===== src/rtl/uart_rx.sv =====
// 8N1 UART receiver with a level-valid/ack handshake, sticky overrun and a one-cycle framing-error pulse.
// All line decisions use the 2-flop synchronized line and sample at mid-bit.
module uart_rx #(
  parameter int CLKS_PER_BIT = 868
) (
  input  logic       i_Clock,
  input  logic       i_Reset,
  input  logic       i_Rx_Serial,
  input  logic       i_Rx_Ack,
  output logic [7:0] o_Rx_Byte,
  output logic       o_Rx_DV,
  output logic       o_Rx_ready,
  output logic       o_Rx_Active,
  output logic       o_Frame_Err,
  output logic       o_Overrun
);

  localparam logic [9:0] HALF_M1 = 10'(CLKS_PER_BIT / 2 - 1);
  localparam logic [9:0] FULL_M1 = 10'(CLKS_PER_BIT - 1);

  typedef enum logic [2:0] {
    IDLE    = 3'd0,
    START   = 3'd1,
    DATA    = 3'd2,
    STOP    = 3'd3,
    CLEANUP = 3'd4
  } state_t;

  state_t      state, state_nxt;
  logic [1:0]  sync;
  logic        rx_s;
  logic [9:0]  cnt;
  logic [2:0]  idx;
  logic [7:0]  shreg;
  logic        half_hit, bit_hit;

  assign rx_s       = sync[1];
  assign half_hit   = (cnt == HALF_M1);
  assign bit_hit    = (cnt == FULL_M1);
  assign o_Rx_ready = ~o_Rx_DV;

  // Synchronizer resets to idle-high so reset release never looks like a start bit.
  always_ff @(posedge i_Clock or posedge i_Reset) begin
    if (i_Reset) sync <= 2'b11;
    else         sync <= {sync[0], i_Rx_Serial};
  end

  always_ff @(posedge i_Clock or posedge i_Reset) begin
    if (i_Reset) state <= IDLE;
    else         state <= state_nxt;
  end

  always_comb begin
    state_nxt = state;
    case (state)
      IDLE:    if (!rx_s) state_nxt = START;
      START:   if (half_hit) state_nxt = rx_s ? IDLE : DATA;
      DATA:    if (bit_hit && idx == 3'd7) state_nxt = STOP;
      STOP:    if (bit_hit) state_nxt = CLEANUP;
      // Hold here while the line is low so a break cannot retrigger a start.
      CLEANUP: if (rx_s) state_nxt = IDLE;
      default: state_nxt = IDLE;
    endcase
  end

  always_ff @(posedge i_Clock or posedge i_Reset) begin
    if (i_Reset) begin
      cnt         <= '0;
      idx         <= '0;
      shreg       <= '0;
      o_Rx_Byte   <= '0;
      o_Rx_DV     <= 1'b0;
      o_Rx_Active <= 1'b0;
      o_Frame_Err <= 1'b0;
      o_Overrun   <= 1'b0;
    end else begin
      o_Frame_Err <= 1'b0;
      if (i_Rx_Ack && o_Rx_DV) begin
        o_Rx_DV   <= 1'b0;
        o_Overrun <= 1'b0;
      end
      case (state)
        IDLE: begin
          cnt <= '0;
          idx <= '0;
          if (!rx_s) o_Rx_Active <= 1'b1;
        end
        START: begin
          if (half_hit) begin
            cnt <= '0;
            if (rx_s) o_Rx_Active <= 1'b0;
          end else cnt <= cnt + 10'd1;
        end
        DATA: begin
          if (bit_hit) begin
            cnt        <= '0;
            shreg[idx] <= rx_s;
            idx        <= idx + 3'd1;
          end else cnt <= cnt + 10'd1;
        end
        STOP: begin
          if (bit_hit) begin
            cnt <= '0;
            // A same-cycle ack frees the holding register, so the new byte wins over the clear above.
            if (rx_s) begin
              if (!o_Rx_DV || i_Rx_Ack) begin
                o_Rx_Byte <= shreg;
                o_Rx_DV   <= 1'b1;
              end else o_Overrun <= 1'b1;
            end else o_Frame_Err <= 1'b1;
          end else cnt <= cnt + 10'd1;
        end
        CLEANUP: begin
          cnt         <= '0;
          o_Rx_Active <= 1'b0;
        end
        default: begin
          cnt         <= '0;
          idx         <= '0;
          o_Rx_Active <= 1'b0;
        end
      endcase
    end
  end

endmodule


===== config.mk =====
export PLATFORM = sky130hd
export DESIGN_NAME = uart_rx
export DESIGN_NICKNAME = d
export VERILOG_FILES = /design/src/rtl/uart_rx.sv
export SDC_FILE = /design/constraint.sdc
export NUM_CORES = 1
export LEC_CHECK = 0
export BUFFER_PORTS_ARGS = -buffer_cell sky130_fd_sc_hd__clkbuf_2
export CORE_AREA = 5 5 64 66
export DETAILED_ROUTE_END_ITERATION = 12
export DIE_AREA = 0 0 69 71
export GPL_TIMING_DRIVEN = 0
export PLACE_DENSITY = 0.75
export SYNTH_ARGS = -nofsm -noshare
export SYNTH_HDL_FRONTEND = slang
export SYNTH_SLANG_ARGS = --single-unit
export TNS_END_PERCENT = 1

===== constraint.sdc =====
create_clock -name i_Clock -period 2.8 [get_ports i_Clock]
set_clock_uncertainty 0.2 [all_clocks]
set_input_delay 0.14 -clock i_Clock [delete_from_list [all_inputs] [get_ports i_Clock]]
set_output_delay 0.14 -clock i_Clock [all_outputs]
set_load 0.01 [all_outputs]

==> flow_summary.toml, run 1 <==
[outcome]
status = "finished clean"

[die]
design.portCount = 17
die_height_um = 71
start_util = 0.537
die_w_um = 69
std_cell_rows = 22
design.die.area_mm2 = 0.00490
core_area_mm2 = 0.00352

[logic_synthesis]
yosysWarningCount = 0
postSynthRegisterBits = 38
number_of_synthesized_flops_with_an_enable_pin = 0
mapped_nets = 168
post_synth_instance_area_mm2 = 0.00189
synth.yosys.seq_area_share = 0.504
post_synth_inst_count = 160
syn-mean-instance-area_um2 = 11.8
postSynth.asyncResetShare = 1.00
postSynth.topFlopCell = "dfrtp_1"
synth.distinct_cells = 48

[clock_network]
tritoncts = "built"
worst_skew_pair.late_latency_ns = 0.37
cts_inserted_buffers = 5
cts_max_path_buffers = 2
post-cts-setup-buffers = 0
worst_setup_hold_path_clk_slew_ns = 0.13
clock_sink_total = 38
cts_max_level = 2
library_cell_used_as_clock_root_buffer = "clkbuf_4"

[placement]
buffer_ports.inserted = 16
place_congestion = 0.832
placed_cells_incl_taps = 224
detailed_place_hpwl_um = 2460

[setup_path]
critical_path_arrival_ns = 2.39
critPathRequiredTime_ns = 2.85
end_kind = "register"
worstPathMaxFanout = 8
timing.critical_path.from_type = "register"
worstSetupPathType = "register to register"

[global_route]
grt_first_pass_wirelength_um = 6290
track_usage = 0.159
grt_pass1_vias = 1375
number_of_antenna_violations_at_the_first_check_in_global_routing = 0
total_congestion_overflow = 0
maximum_number_of_pins_on_one_net_before_global_route_repair = 39

[route]
drt-total-wl_um = 3490
drt_drc_violations_left = 0
mean_routed_wirelength_per_cell_um = 14.9
drt_first_iter_violations = 88
via_count = 1315
residual_antenna_violating_net_count_after_detailed_routing = 0
post_drt_via_cell_ratio = 5.60
detailedRoute.firstPassIterationCount = 4

[power_and_ir_drop]
power.ir.vdd_worst_mv = 0.408
combinationalPowerShare = 0.024
p_sw_frac = 0.225
post-layout-total-power_w = 0.000963
pwr-share-seq = 0.575
power.net_switching_w = 0.000217
power.internal_w = 0.000747
p_leak_nw = 1.01
power.density_cell_area_mw_per_mm2 = 449
p_clk_frac = 0.401

[timing]
post-route-period-util = 0.837
period_minus_slack_ns = 2.34
grt_setup_unrepaired = "false"
setup_total_negative_slack_ns = 0
timing.fmax_mhz = 427
timing.slew.headroom = 0.491
timing_worst_slew_pin_value_ns = 0.762
report.final.setup_viol = 0
timing.final.hold_violations = 0
slew_viols_final = 0

[job]
cap_violations = 0

[final_layout]
n_antenna_cell = 0
post_layout_cell_count = 235
syn2layout_area_growth_pct = 13.4
drive_above_1_share = 0.305
nets = 194

[min_path]
timing.hold.worst.class = "register to register"
-- critical path, cell delays in order (launching register included) --
cell       delay (ns)
dfrtp_1          0.43
ha_1             0.28
nand4bb_1        0.28
nor4_4           0.64
mux2_2           0.40
-- path summary, 6_finish.rpt --
check	depth (start not counted)	slack, ns	end	startpoint
worst max-delay path	4	0.46	o_Rx_Byte[1]$_DFFE_PP0P_	cnt[0]$_DFF_PP0_
worst min-delay path	0	0.16	sync[1]$_DFF_PP1_	sync[0]$_DFF_PP1_
worst max register to register	4	0.46	o_Rx_Byte[1]$_DFFE_PP0P_	cnt[0]$_DFF_PP0_
worst min register to register	0	0.16	sync[1]$_DFF_PP1_	sync[0]$_DFF_PP1_
max in group asynchronous	3	1.68	o_Rx_Byte[1]$_DFFE_PP0P_	i_Reset
min in group asynchronous	3	0.23	o_Rx_Byte[4]$_DFFE_PP0P_	i_Reset
-- state kept, by name, summed over array words and instances (netlist names) --
register,cells
cnt,10
o_Rx_Byte,8
shreg,8
idx,3
state,3
sync,2
o_Frame_Err,1
o_Overrun,1
o_Rx_Active,1
o_Rx_DV,1
-- cell usage after synthesis, types with 3 or more instances --
cell       instances  area (µm²)
and4_1             3        26.3
ha_1               4        50.1
xor2_1             6        52.6
o2bb2ai_1          3        26.3
inv_1              5        18.8
dfrtp_1           36         901
clkbuf_1           4        15.0
nor2_1            14        52.6
o21ai_0            3        15.0
and3_1             3        18.8
mux2_2            15         169
nand3_1            7        35.0
nand2_1            6        22.5
-- power by group through the flow --
stage	combinational, W	sequential (W)	clock (W)
6_report	0.0000228	0.000554	0.000386
3_3_place_gp	0.0000199	0.000565	0
5_1_grt	0.0000270	0.000555	0.000414
3_5_place_dp	0.0000206	0.000565	0
2_1_floorplan	0.0000122	0.000565	0
4_1_cts	0.0000238	0.000554	0.000389
-- kinds of logic (layout without fill, tap and decap cells) --
kind of cell | Yosys count | in the layout | share of synthesized area
AND/OR/NAND/NOR | 62 | 62 | 0.228
flip-flops | 38 | 38 | 0.504
AO/OA/AOI/OAI | 17 | 17 | 0.0655
multiplexers | 16 | 16 | 0.0953
buffers and inverters | 15 | 42 | 0.0430
XOR/XNOR | 8 | 8 | 0.0371
adder cells (fa/ha/maj) | 4 | 4 | 0.0265
-- what timing repair did --
| action | in CTS | in global routing |
|---|---|---|
| gates resized for setup | 0 | 0 |
| endpoints found under the hold margin | 14 | 0 |
| hold buffers | 3 | 0 |
-- cell usage in the layout (no fill, tap or decap), drive strengths merged, types with 3 or more instances in the layout --
| cell | count |
|---|---|
| dfrtp | 36 |
| clkbuf | 25 |
| mux2 | 16 |
| nor2 | 14 |
| nand3 | 8 |
| nand2 | 6 |
| xor2 | 6 |
| buf | 6 |
| inv | 5 |
| ha | 4 |
| o21ai | 3 |
| o2bb2ai | 3 |
| and4 | 3 |
| and3 | 3 |
| dlygate4sd3 | 3 |
| nor3 | 3 |
| nor4 | 3 |
-- area by class of cell --
type,instances,area (µm²)
multi-input cells,107,856
inverters,5,18.8
clock buffers,5,37.5
flip-flops and latches,38,953
plain buffers,10,62.6
fillers,304,1380
well taps,48,60.1
repair buffers,19,110
clock inverters,3,45.0
-- per-layer routing --
metal / vias up / part of all wire / GRT usage
li1: 631 / - / -
met1: 650 / 0.46 / 0.196
met2: 26 / 0.48 / 0.261
met3: 8 / 0.040 / 0.0412
met4: 0 / 0.025 / 0.0738
met5: - / 0 / 0
-- per-stage QoR --
stage	setup slack, ns	hold slack, ns	utilization	cell area (µm²)
CTS	0.425	0.165	0.608	2140
detailed placement	0.446	0.0317	0.576	2030
global route	0.341	0.175	0.608	2140
finish	0.457	0.165	0.608	2140
floorplan	0.780	-0.0555	-	1890
global placement	0.575	0.0286	0.576	2030
No activity file was read; power rests on OpenSTA's default activity.
==> inputs of run 2 (changes only) <==
- CORE_AREA: 5 5 64 66 -> 5 5 67 69
- DIE_AREA: 0 0 69 71 -> 0 0 72 74
- PLACE_DENSITY: 0.75 -> 0.72
- clock period: 2.8 -> 2.1 ns (I/O delays scaled with it)
==> flow_summary.toml, run 2 (synthesized netlist as in run 1, its figures left out) <==
[route]
detailedRoute.firstPassIterationCount = 4
drt-total-wl_um = 3500
drt_first_iter_violations = 117
post_drt_via_cell_ratio = 5.49
drt_drc_violations_left = 0
mean_routed_wirelength_per_cell_um = 14.5
residual_antenna_violating_net_count_after_detailed_routing = 0
via_count = 1322

[timing]
report.final.setup_viol = 0
timing.slew.headroom = 0.591
post-route-period-util = 0.977
grt_setup_unrepaired = "true"
period_minus_slack_ns = 2.05
setup_total_negative_slack_ns = 0
timing.final.hold_violations = 0
timing.fmax_mhz = 487
slew_viols_final = 0
timing_worst_slew_pin_value_ns = 0.613

[final_layout]
commonest_non_fill_non_tap_cells_in_the_layout = "dfrtp_1 (34), clkbuf_2 (16), mux2_2 (15)"
largest_registers = "cnt (10), o_Rx_Byte (8), shreg (8)"
syn2layout_area_growth_pct = 19.0
n_antenna_cell = 0
layout.cells.most_common = "dfrtp_1"
fillerInstances = 338
largest_register_ffs = 10
nets = 198
regMostFlops = "cnt"
drive_above_1_share = 0.340

[die]
std_cell_rows = 23
design.portCount = 17
design.die.area_mm2 = 0.00533
start_util = 0.490
core_area_mm2 = 0.00386
die_height_um = 74
die_w_um = 72

[placement]
detailed_place_hpwl_um = 2510
buffer_ports.inserted = 16
place_congestion = 0.837

[min_path]
worst_hold_startpoint = "sync[0]$_DFF_PP1_"
timing.hold.worst.class = "register to register"

[power_and_ir_drop]
post-layout-total-power_w = 0.00130
power.ir.vdd_worst_mv = 0.396
p_leak_nw = 1.06
power.density_cell_area_mw_per_mm2 = 580

[setup_path]
critical_path_arrival_ns = 2.04
critPathRequiredTime_ns = 2.08
worstSetupPathType = "register to register"
worst_path_largest_cell_delay_ns = 0.44
reg2reg_from = "cnt[1]$_DFF_PP0_"
worstPathMaxFanout = 6
cp_cell_sequence = "ha_4 > and4bb_4 > nand4_4 > or4_4 > mux2_1"
end_kind = "register"
critical-path-slowest-cell = "or4_4"
critical_path.startpoint = "cnt[1]$_DFF_PP0_"
timing.critical_path.from_type = "register"

[clock_network]
cts_max_path_buffers = 2
tritoncts = "built"
library_cell_used_as_clock_root_buffer = "clkbuf_8"
clock_sink_total = 38
worst_skew_pair.late_latency_ns = 0.29
worst_setup_hold_path_clk_slew_ns = 0.08
cts_max_level = 2
cts_inserted_buffers = 5

[global_route]
maximum_number_of_pins_on_one_net_before_global_route_repair = 26
number_of_antenna_violations_at_the_first_check_in_global_routing = 0
track_usage = 0.147
grt_first_pass_wirelength_um = 6180
grt_pass1_vias = 1339
total_congestion_overflow = 0

[outcome]
status = "finished clean"

[job]
cap_violations = 0
==> run 2: changes by cell type in the layout (fill, tap and decap cells not counted), moves of 2 or more <==
cell and change:
clkbuf_8 +6, clkbuf_4 -5, buf_4 +3, dfrtp_1 -2
dfrtp_2 +2
==> run 2: report_power, final <==
| group | internal (W) | leakage, nW | total, W | switching, W |
|---|---|---|---|---|
| clock network | 0.000264 | 0.0472 | 0.000528 | 0.000264 |
| logic | 0.0000142 | 0.516 | 0.0000369 | 0.0000226 |
| registers | 0.000736 | 0.499 | 0.000739 | 0.00000274 |
| total | 0.00101 | 1.06 | 0.00130 | 0.000289 |
==> run 2: per-stage QoR <==
| stage | setup slack [ns] | util | cells | area [µm²] | hold WS (ns) |
|---|---|---|---|---|---|
| 5_1_grt | -0.0386 | 0.583 | 241 | 2250 | 0.172 |
| 2_1_floorplan | 0.0796 | - | 160 | 1890 | -0.0905 |
| 3_3_place_gp | -0.138 | 0.527 | 226 | 2030 | -0.00655 |
| 3_5_place_dp | -0.174 | 0.534 | 227 | 2060 | -0.00564 |
| 4_1_cts | -0.0332 | 0.571 | 239 | 2200 | 0.165 |
| 6_report | 0.0476 | 0.583 | 241 | 2250 | 0.163 |
==> run 2: timing repair <==
item                       in CTS  in global routing
hold buffers                    3                  0
hold endpoints to repair       15                  0
resized for setup               2                  9
buffers inserted                1                  2
pin swaps                       1                  3
setup endpoints to repair      12                 23
==> run 2: worst paths after layout <==
path                                   endpoint  slack, ns  cells past startpoint
max                        shreg[1]$_DFFE_PP0P_       0.05                      5
min                           sync[1]$_DFF_PP1_       0.16                      0
max reg2reg                shreg[1]$_DFFE_PP0P_       0.05                      5
min reg2reg                   sync[1]$_DFF_PP1_       0.16                      0
max in group asynchronous     sync[1]$_DFF_PP1_       0.88                      4
min in group asynchronous      cnt[3]$_DFF_PP0_       0.22                      3
==> run 2: area by class of cell <==
class / count / area, µm² / share of cell area
flip-flops and latches: 38 / 956 / 0.425
inverters: 5 / 18.8 / 0.00834
clock buffers: 6 / 82.6 / 0.0367
clock inverters: 2 / 12.5 / 0.00556
well taps: 50 / 62.6 / 0.0278
multi-input cells: 107 / 888 / 0.395
plain buffers: 10 / 65.1 / 0.0289
repair buffers: 23 / 164 / 0.0729
==> run 2: critical path: cells and delay by family, from the launching register on <==
kind	cells	cell delay, ns
mux	1	0.31
fa+ha+maj	1	0.17
simple gates	3	0.85
flops	1	0.41
==> run 2: metal layers <==
metal | wire length, µm | global-route usage
met1 | 1690 | 0.201
met4 | 58 | 0.0564
met2 | 1620 | 0.223
met3 | 132 | 0.0432
met5 | 0 | 0
==> inputs of run 3 (changes only) <==
- REMOVE_ABC_BUFFERS: unset -> 1
==> flow_summary.toml, run 3 (synthesized netlist as in run 1, its figures left out) <==
[placement]
detailed_place.area_mm2 = 0.00197
buffer_ports.inserted = 16
detailed_place_hpwl_um = 2440
placed_cells_incl_taps = 216
place_congestion = 0.795

[route]
mean_routed_wirelength_per_cell_um = 15.3
drt-total-wl_um = 3570
detailedRoute.firstPassIterationCount = 4
drt_first_iter_violations = 80
drt_drc_violations_left = 0
via_count = 1306
post_drt_via_cell_ratio = 5.58
residual_antenna_violating_net_count_after_detailed_routing = 0

[final_layout]
largest_register_ffs = 10
largest_registers = "cnt (10), o_Rx_Byte (8), shreg (8)"
final-seq-area_um2 = 958
multi_input_area_um2 = 910
nets = 191
layout.cells.most_common = "dfrtp_1"
fillerInstances = 329
n_antenna_cell = 0
drive_above_1_share = 0.364
post_layout_cell_count = 234
final_cell_area_mm2 = 0.00223
commonest_non_fill_non_tap_cells_in_the_layout = "dfrtp_1 (32), clkbuf_2 (16), mux2_2 (15)"
syn2layout_area_growth_pct = 18.1
regMostFlops = "cnt"

[die]
start_util = 0.490
die_height_um = 74
design.portCount = 17
std_cell_rows = 23
die_w_um = 72
design.die.area_mm2 = 0.00533
core_area_mm2 = 0.00386

[clock_network]
worst_setup_hold_path_clk_slew_ns = 0.08
cts_max_path_buffers = 2
cts_inserted_buffers = 5
worst_skew_pair.late_latency_ns = 0.29
clock_sink_total = 38
tritoncts = "built"
cts_max_level = 2
library_cell_used_as_clock_root_buffer = "clkbuf_8"

[setup_path]
critical_path_arrival_ns = 2.07
critical_path.startpoint = "cnt[2]$_DFF_PP0_"
reg2reg_from = "cnt[2]$_DFF_PP0_"
end_kind = "register"
r2r-end = "shreg[7]$_DFFE_PP0P_"
worst_r2r_path_depth = 5
worstSetupEndpoint = "shreg[7]$_DFFE_PP0P_"
worstPathMaxFanout = 5
critPathRequiredTime_ns = 2.09
timing.critical_path.from_type = "register"
worstSetupPathType = "register to register"
regToRegSetupSlack_ns = 0.01

[power_and_ir_drop]
power.net_switching_w = 0.000271
p_leak_nw = 1.03
combinationalPowerShare = 0.020
pwr-share-seq = 0.528
power.density_cell_area_mw_per_mm2 = 629
p_sw_frac = 0.193
power.ir.vdd_worst_mv = 0.422
p_clk_frac = 0.452
power.internal_w = 0.00113

[outcome]
status = "finished clean"

[timing]
timing.final.hold_violations = 0
timing_worst_slew_pin_value_ns = 0.756
timing.slew.headroom = 0.495
slew_viols_final = 0
setup_total_negative_slack_ns = 0
grt_setup_unrepaired = "true"
report.final.setup_viol = 0
timing.fmax_mhz = 479
period_minus_slack_ns = 2.09
post-route-period-util = 0.995

[min_path]
timing.hold.worst.class = "register to register"

[global_route]
grt_first_pass_wirelength_um = 5800
maximum_number_of_pins_on_one_net_before_global_route_repair = 39
number_of_antenna_violations_at_the_first_check_in_global_routing = 0
track_usage = 0.141
total_congestion_overflow = 0
grt_pass1_vias = 1295

[job]
cap_violations = 0
-- run 3: cell type report --
type,instances,share of cell area
Sequential cell,38,0.429
Multi-Input combinational cell,107,0.408
Timing Repair Buffer,26,0.0746
Clock buffer,7,0.0387
Tap cell,50,0.0280
Clock inverter,1,0.0135
Inverter,5,0.00841
-- run 3: metrics by stage --
step / total power [W] / utilization / hold slack (ns) / worst slack (ns)
floorplan: 0.000769 / - / -0.0905 / 0.0429
global placement: 0.000778 / 0.511 / -0.00515 / -0.276
detailed placement: 0.000780 / 0.511 / -0.00449 / -0.342
CTS: 0.00142 / 0.557 / 0.0287 / 0.0174
global route: 0.00147 / 0.579 / 0.165 / -0.0620
finish: 0.00140 / 0.579 / 0.159 / 0.0106
-- run 3: worst min-delay path by stage --
stage                            from                  endpoint  slack [ns]  cells after the start
CTS                           i_Reset  o_Rx_Byte[6]$_DFFE_PP0P_        0.03                      2
global route        sync[0]$_DFF_PP1_         sync[1]$_DFF_PP1_        0.17                      0
finish              sync[0]$_DFF_PP1_         sync[1]$_DFF_PP1_        0.16                      0
floorplan                 i_Rx_Serial         sync[0]$_DFF_PP1_       -0.09                      0
global placement          i_Rx_Serial         sync[0]$_DFF_PP1_      -0.005                      1
detailed placement        i_Rx_Serial         sync[0]$_DFF_PP1_      -0.004                      1
-- run 3: critical path, stage by stage (launching register included) --
cell     delay (ns)
dfrtp_2        0.44
nor3b_4        0.37
nand4_4        0.20
buf_4          0.18
or3_1          0.31
mux2_2         0.28
-- run 3: routing by layer --
layer	vias to the layer above	routed length [µm]	global-route usage
li1	631	-	-
met1	650	1590	0.178
met2	22	1810	0.230
met3	3	131	0.0500
met4	0	38	0.0397
met5	-	0	0
-- run 3: timing repair --
| item | 4_1_cts | 5_1_grt |
|---|---|---|
| pin swaps | 1 | 5 |
| gates resized for setup | 8 | 7 |
| hold buffers | 2 | 1 |
| endpoints found under the setup margin | 25 | 14 |
| setup buffers | 1 | 6 |
| endpoints found under the hold margin | 3 | 36 |
-- run 3: power groups by stage --
stage	clock network, W	logic [W]	registers [W]
after floorplan	0	0.0000144	0.000755
after global placement	0	0.0000229	0.000755
after detailed placement	0	0.0000243	0.000755
after CTS	0.000649	0.0000270	0.000741
after global routing	0.000692	0.0000324	0.000741
final	0.000634	0.0000275	0.000742
